## src/rtl/neuron_train_driver2.sv

```systemverilog
`default_nettype none
// ============================================================================
// Module      : neuron_train_driver2
// Description : Training/inference sequencer for a 2-output learning layer.
//               Accepts labelled samples on a valid/ready handshake, strobes a
//               forward pass, waits SETTLE cycles, classifies the layer output
//               by argmax, reports the result, keeps saturating sample/error
//               counts and optionally issues a learn pass with a one-hot
//               teacher target.
// Revision    : 1.0 - initial release
// ============================================================================
module neuron_train_driver2 #(
    parameter int N      = 16,  // inputs per sample
    parameter int SETTLE = 2,   // cycles from forward strobe to evaluation (>=1)
    parameter int CNT_W  = 16,  // width of the running counters
    parameter int DATA_W = 8    // width of one zero-to-one fixed-point value
) (
    input  logic                       i_clock,
    input  logic                       i_reset_n,
    input  logic                       i_train_en,
    input  logic                       i_s_valid,
    output logic                       o_s_ready,
    input  logic [N-1:0][DATA_W-1:0]   i_s_in,
    input  logic                       i_s_label,
    output logic [N-1:0][DATA_W-1:0]   o_layer_in,
    output logic                       o_layer_valid,
    output logic                       o_layer_learn,
    output logic [1:0][DATA_W-1:0]     o_layer_expected,
    input  logic [1:0][DATA_W-1:0]     i_layer_out,
    output logic                       o_r_valid,
    output logic                       o_r_class,
    output logic                       o_r_correct,
    output logic [CNT_W-1:0]           o_sample_count,
    output logic [CNT_W-1:0]           o_error_count
);

    localparam int SET_W = $clog2(SETTLE + 1);
    localparam logic [SET_W-1:0]  c_SETTLE_LOAD = SET_W'(SETTLE - 1);
    localparam logic [DATA_W-1:0] c_ONE         = '1;

    typedef enum logic [2:0] {
        S_IDLE  = 3'd0,
        S_FWD   = 3'd1,
        S_WAIT  = 3'd2,
        S_EVAL  = 3'd3,
        S_LEARN = 3'd4
    } state_t;

    state_t                     r_state;
    logic [SET_W-1:0]           r_settle;
    logic                       r_label;
    logic                       r_s_ready;
    logic [N-1:0][DATA_W-1:0]   r_layer_in;
    logic                       r_layer_valid;
    logic                       r_layer_learn;
    logic [1:0][DATA_W-1:0]     r_layer_expected;
    logic                       r_r_valid;
    logic                       r_r_class;
    logic                       r_r_correct;
    logic [CNT_W-1:0]           r_sample_count;
    logic [CNT_W-1:0]           r_error_count;

    logic                       w_pred;
    logic                       w_correct;
    logic [SET_W-1:0]           w_settle_dec;
    logic                       w_enter_eval;

    // Argmax of the layer output (tie resolves to class 0) and settle bookkeeping.
    always_comb begin
        w_pred       = (i_layer_out[1] > i_layer_out[0]);
        w_correct    = (w_pred == r_label);
        w_settle_dec = r_settle - SET_W'(1);
        w_enter_eval = ((r_state == S_FWD)  && (SETTLE == 1)) ||
                       ((r_state == S_WAIT) && (w_settle_dec == '0));
    end

    // Sequencer FSM with registered outputs. The layer output is sampled on
    // the edge that enters EVAL so the result strobe is high during EVAL.
    always_ff @(posedge i_clock) begin
        if (!i_reset_n) begin
            r_state          <= S_IDLE;
            r_settle         <= '0;
            r_label          <= 1'b0;
            r_s_ready        <= 1'b1;
            r_layer_in       <= '0;
            r_layer_valid    <= 1'b0;
            r_layer_learn    <= 1'b0;
            r_layer_expected <= '0;
            r_r_valid        <= 1'b0;
            r_r_class        <= 1'b0;
            r_r_correct      <= 1'b0;
            r_sample_count   <= '0;
            r_error_count    <= '0;
        end else begin
            r_layer_valid <= 1'b0;
            r_layer_learn <= 1'b0;
            r_r_valid     <= 1'b0;

            case (r_state)
                S_IDLE: begin
                    if (i_s_valid) begin
                        r_layer_in    <= i_s_in;
                        r_label       <= i_s_label;
                        r_s_ready     <= 1'b0;
                        r_layer_valid <= 1'b1;
                        r_state       <= S_FWD;
                    end
                end
                S_FWD: begin
                    r_settle <= c_SETTLE_LOAD;
                    r_state  <= (SETTLE == 1) ? S_EVAL : S_WAIT;
                end
                S_WAIT: begin
                    r_settle <= w_settle_dec;
                    if (w_settle_dec == '0) begin
                        r_state <= S_EVAL;
                    end
                end
                S_EVAL: begin
                    if (i_train_en) begin
                        r_layer_learn <= 1'b1;
                        r_state       <= S_LEARN;
                    end else begin
                        r_s_ready <= 1'b1;
                        r_state   <= S_IDLE;
                    end
                end
                S_LEARN: begin
                    r_s_ready <= 1'b1;
                    r_state   <= S_IDLE;
                end
                default: begin
                    r_s_ready <= 1'b1;
                    r_state   <= S_IDLE;
                end
            endcase

            if (w_enter_eval) begin
                r_r_valid   <= 1'b1;
                r_r_class   <= w_pred;
                r_r_correct <= w_correct;
                if (r_sample_count != '1) begin
                    r_sample_count <= r_sample_count + CNT_W'(1);
                end
                if (!w_correct && (r_error_count != '1)) begin
                    r_error_count <= r_error_count + CNT_W'(1);
                end
                r_layer_expected[r_label]  <= c_ONE;
                r_layer_expected[~r_label] <= '0;
            end
        end
    end

    assign o_s_ready        = r_s_ready;
    assign o_layer_in       = r_layer_in;
    assign o_layer_valid    = r_layer_valid;
    assign o_layer_learn    = r_layer_learn;
    assign o_layer_expected = r_layer_expected;
    assign o_r_valid        = r_r_valid;
    assign o_r_class        = r_r_class;
    assign o_r_correct      = r_r_correct;
    assign o_sample_count   = r_sample_count;
    assign o_error_count    = r_error_count;

endmodule
`default_nettype wire

```

## config.mk

```make
export PLATFORM = sky130hd
export DESIGN_NAME = neuron_train_driver2
export DESIGN_NICKNAME = d
export VERILOG_FILES = /design/src/rtl/neuron_train_driver2.sv
export SDC_FILE = /design/constraint.sdc
export NUM_CORES = 1
export LEC_CHECK = 0
export ABC_AREA = 1
export CAP_MARGIN = 20
export CORE_MARGIN = 2
export CORE_UTILIZATION = 42
export DETAILED_ROUTE_END_ITERATION = 7
export GPL_TIMING_DRIVEN = 0
export PLACE_DENSITY = 0.85
export SKIP_LAST_GASP = 1
export SYNTH_ARGS = -nofsm -noshare
export SYNTH_HDL_FRONTEND = slang
export SYNTH_SLANG_ARGS = --single-unit
```

## constraint.sdc

```tcl
create_clock -name i_clock -period 2.5 [get_ports i_clock]
set_clock_uncertainty 0.1 [all_clocks]
set_input_delay 0.375 -clock i_clock [delete_from_list [all_inputs] [get_ports i_clock]]
set_output_delay 0.375 -clock i_clock [all_outputs]
set_load 0.01 [all_outputs]
```

==> impl_metrics.json <==
{
  "worstPathArrival_ps": 2320,
  "grt.busiest_layer": "met2",
  "required_ps": 2720,
  "numCtsBuffers": 17,
  "max_slew_margin": 0.547,
  "worstHoldStart": "i_reset_n",
  "p_total_uw": 7660,
  "end_kind": "register",
  "placed_cells": 1559,
  "wl_per_cell_um": 15.0,
  "avgSynthCellArea_um2": 7.64,
  "min_path_cells": 3,
  "clk_latency_ps": 410,
  "antenna_found_initial": 0,
  "drtIter0Drc": 403,
  "drive_above_1_share": 0.0565,
  "num_vias": 7741,
  "max_cap_violations": 0,
  "netlist.area_leader.share": 0.492,
  "finalNonFillerCells": 1591,
  "gp_congestion": 0.943,
  "grt_max_degree": 17,
  "cp_max_fo": 10,
  "seq_area_frac_synth": 0.492,
  "antenna_cells": 0,
  "ys_ff_latch": 188,
  "yosysUniqueCellTypes": 33,
  "clock-sinks": 188,
  "r2r_end": "o_error_count[14]",
  "cts_max_path_buffers": 2,
  "post-route-drc-count": 0,
  "syn_area_um2": 7650,
  "r2r_cells": 11,
  "yosys-top-cells-area": "dfxtp_1 (49%), a21oi_1 (11%), inv_1 (10%)",
  "grtUsageMet3": 0.0673,
  "ant_nets": 0,
  "die_h_um": 139,
  "crit_path_start": "i_layer_out[3]",
  "grt_overflow": 0,
  "met2_usage": 0.418,
  "postCtsHoldBufs": 0,
  "yosys.area.top_type": "dfxtp_1",
  "netlist_instances": 1001,
  "setup_tns_ps": 0,
  "cts_tree": "built",
  "rsz0062_at_grt": "no",
  "finalCritPeriodShare": 0.843,
  "timing.rr.start": "o_error_count[0]",
  "dpl.hpwl_mm": 18.5,
  "met1_usage": 0.284,
  "rows": 49,
  "crit_path_start_kind": "input pin",
  "final_nets": 1509,
  "syn2layout_area_growth_pct": 55.0,
  "die_x_um": 139,
  "setup_viol": 0,
  "rrSetupSlack_ps": 580,
  "layout_min_cycle_time_ps": 2110,
  "vias_per_cell": 4.87,
  "start_util": 0.427,
  "critPathKind": "in2reg",
  "grt_pass1_wl_mm": 37.6,
  "grtUsageTotal": 0.242,
  "cts_resized": 0,
  "tightest_slew_ps": 680,
  "cts_max_level": 4,
  "drt-total-wl_mm": 23.9,
  "status": "finished clean",
  "fmax_mhz": 474,
  "root_buffer": "clkbuf_16",
  "syn-num-nets": 1161,
  "cellLeakagePower_uw": 0.00455,
  "clkTransAtPathRegs_ps": 70,
  "first_global_vias": 7246,
  "final_max_slew_viol_count": 0,
  "port-buffer-count": 329,
  "holdCritPathClass": "in2reg",
  "finalHoldViolCount": 0,
  "peakVddDrop_mv": 0.453,
  "powerDensity_nw_per_um2": 646,
  "postCtsSetupRepairBufs": 0,
  "ys_warn_count": 0,
  "io_pins": 331,
  "hold_path_end": "o_layer_in[111]",
  "die_area_um2": 19300,
  "drt_pass1_iterations": 5,
  "core_region_area_um2": 17900
}
synthesized netlist by cell type:
cell       count
nor2_1        30
nand3b_1       3
ha_1          11
xnor2_1        2
nand4_1       30
and3_1         1
xor2_1         7
o21ai_0      138
buf_4          3
a21o_1         1
nor2_4         4
inv_1        204
nand3_1       16
nand3_4        2
o2111ai_1      1
clkbuf_1      35
nor3_1        11
nor3_2         1
nor2_2        15
clkinv_1       3
dfxtp_1      188
a21oi_1      164
nand2_2        2
nand2_1      103
buf_6          2
o21ai_1        1
a31oi_1        1
buf_2         14
inv_2          1
o21bai_1       1
nand3_2        3
buf_1          2
o211ai_1       1
flip-flops by register name (all words and copies together), names as in the netlist:
signal	count
o_layer_valid	1
o_r_class	1
o_s_ready	1
o_error_count	16
o_sample_count	16
o_layer_expected	16
o_layer_in	128
r_label	1
o_r_valid	1
o_r_correct	1
o_layer_learn	1
r_state	3
r_settle	2
metrics by stage:
stage,hold WS (ps),worst slack [ps],util,area (µm²)
after detailed placement,335,-10.9,0.627,11200
after CTS,220,437,0.662,11900
after floorplan,352,672,-,7650
final,237,392,0.662,11900
after global placement,330,47.1,0.627,11200
after global routing,254,213,0.662,11900
worst max-delay path by stage:
stage | end | slack [ps] | cells past startpoint
after CTS | o_error_count[12] | 440 | 14
after global routing | o_error_count[11] | 210 | 16
after floorplan | o_error_count[12] | 670 | 12
after detailed placement | o_error_count[12] | -10 | 14
final | o_error_count[10] | 390 | 14
after global placement | o_error_count[8] | 50 | 14
placed cells by master (no fill, tap or decap), drive strengths merged:
cell             n
nor3            12
buf             21
o21ai          139
and3             1
inv            210
nand3b           3
xnor2            2
nor2            49
xor2             7
ha              11
a21o             1
o211ai           1
clkdlybuf4s50  329
bufinv           4
a31oi            1
a21oi          164
dfxtp          188
nand2          105
nand4           30
clkinvlp         1
nand3           21
clkinv           5
o2111ai          1
o21bai           1
clkbuf          55
final cells by class:
class                      count  area [µm²]
fill                        1468        6050
sequential                   188        3760
timing repair buffer         329        3290
multi-input combinational    549        2850
inverter                     208         781
clock buffer                  20         447
tap                          229         287
buffer                        56         254
clock inverter                12         181
cells by family after synthesis:
logic type | count (synthesis) | synth area share
AND/OR/NAND/NOR | 221 | 0.141
flip-flops | 188 | 0.492
adder cells (fa/ha/maj) | 11 | 0.0180
buffers and inverters | 264 | 0.135
AO/OA/AOI/OAI | 308 | 0.203
XOR/XNOR | 9 | 0.0103
critical path, stage by stage:
cell and delay (ps):
clkdlybuf4s50_1 450, inv_1 40, ha_1 300, a21oi_1 180, nand2_1 70, nand2_1 50, nand2_1 80, nand2_1 110
nand2_1 70, nand2_2 150, buf_4 210, nand4_1 90, nand2_1 100, nor2_2 30
layer usage:
metal | vias up | part of all wire
li1 | 3897 | -
met1 | 3511 | 0.40
met2 | 285 | 0.50
met3 | 48 | 0.073
met4 | 0 | 0.035
met5 | - | 0
power by group:
part	leakage [µW]	switching, µW	internal (µW)	total, µW
combinational	0.00270	678	750	1430
clock	0.000306	1160	1720	2880
sequential	0.00155	120	3230	3350
total	0.00455	1960	5690	7660
Power figures use the tool's default switching activity.
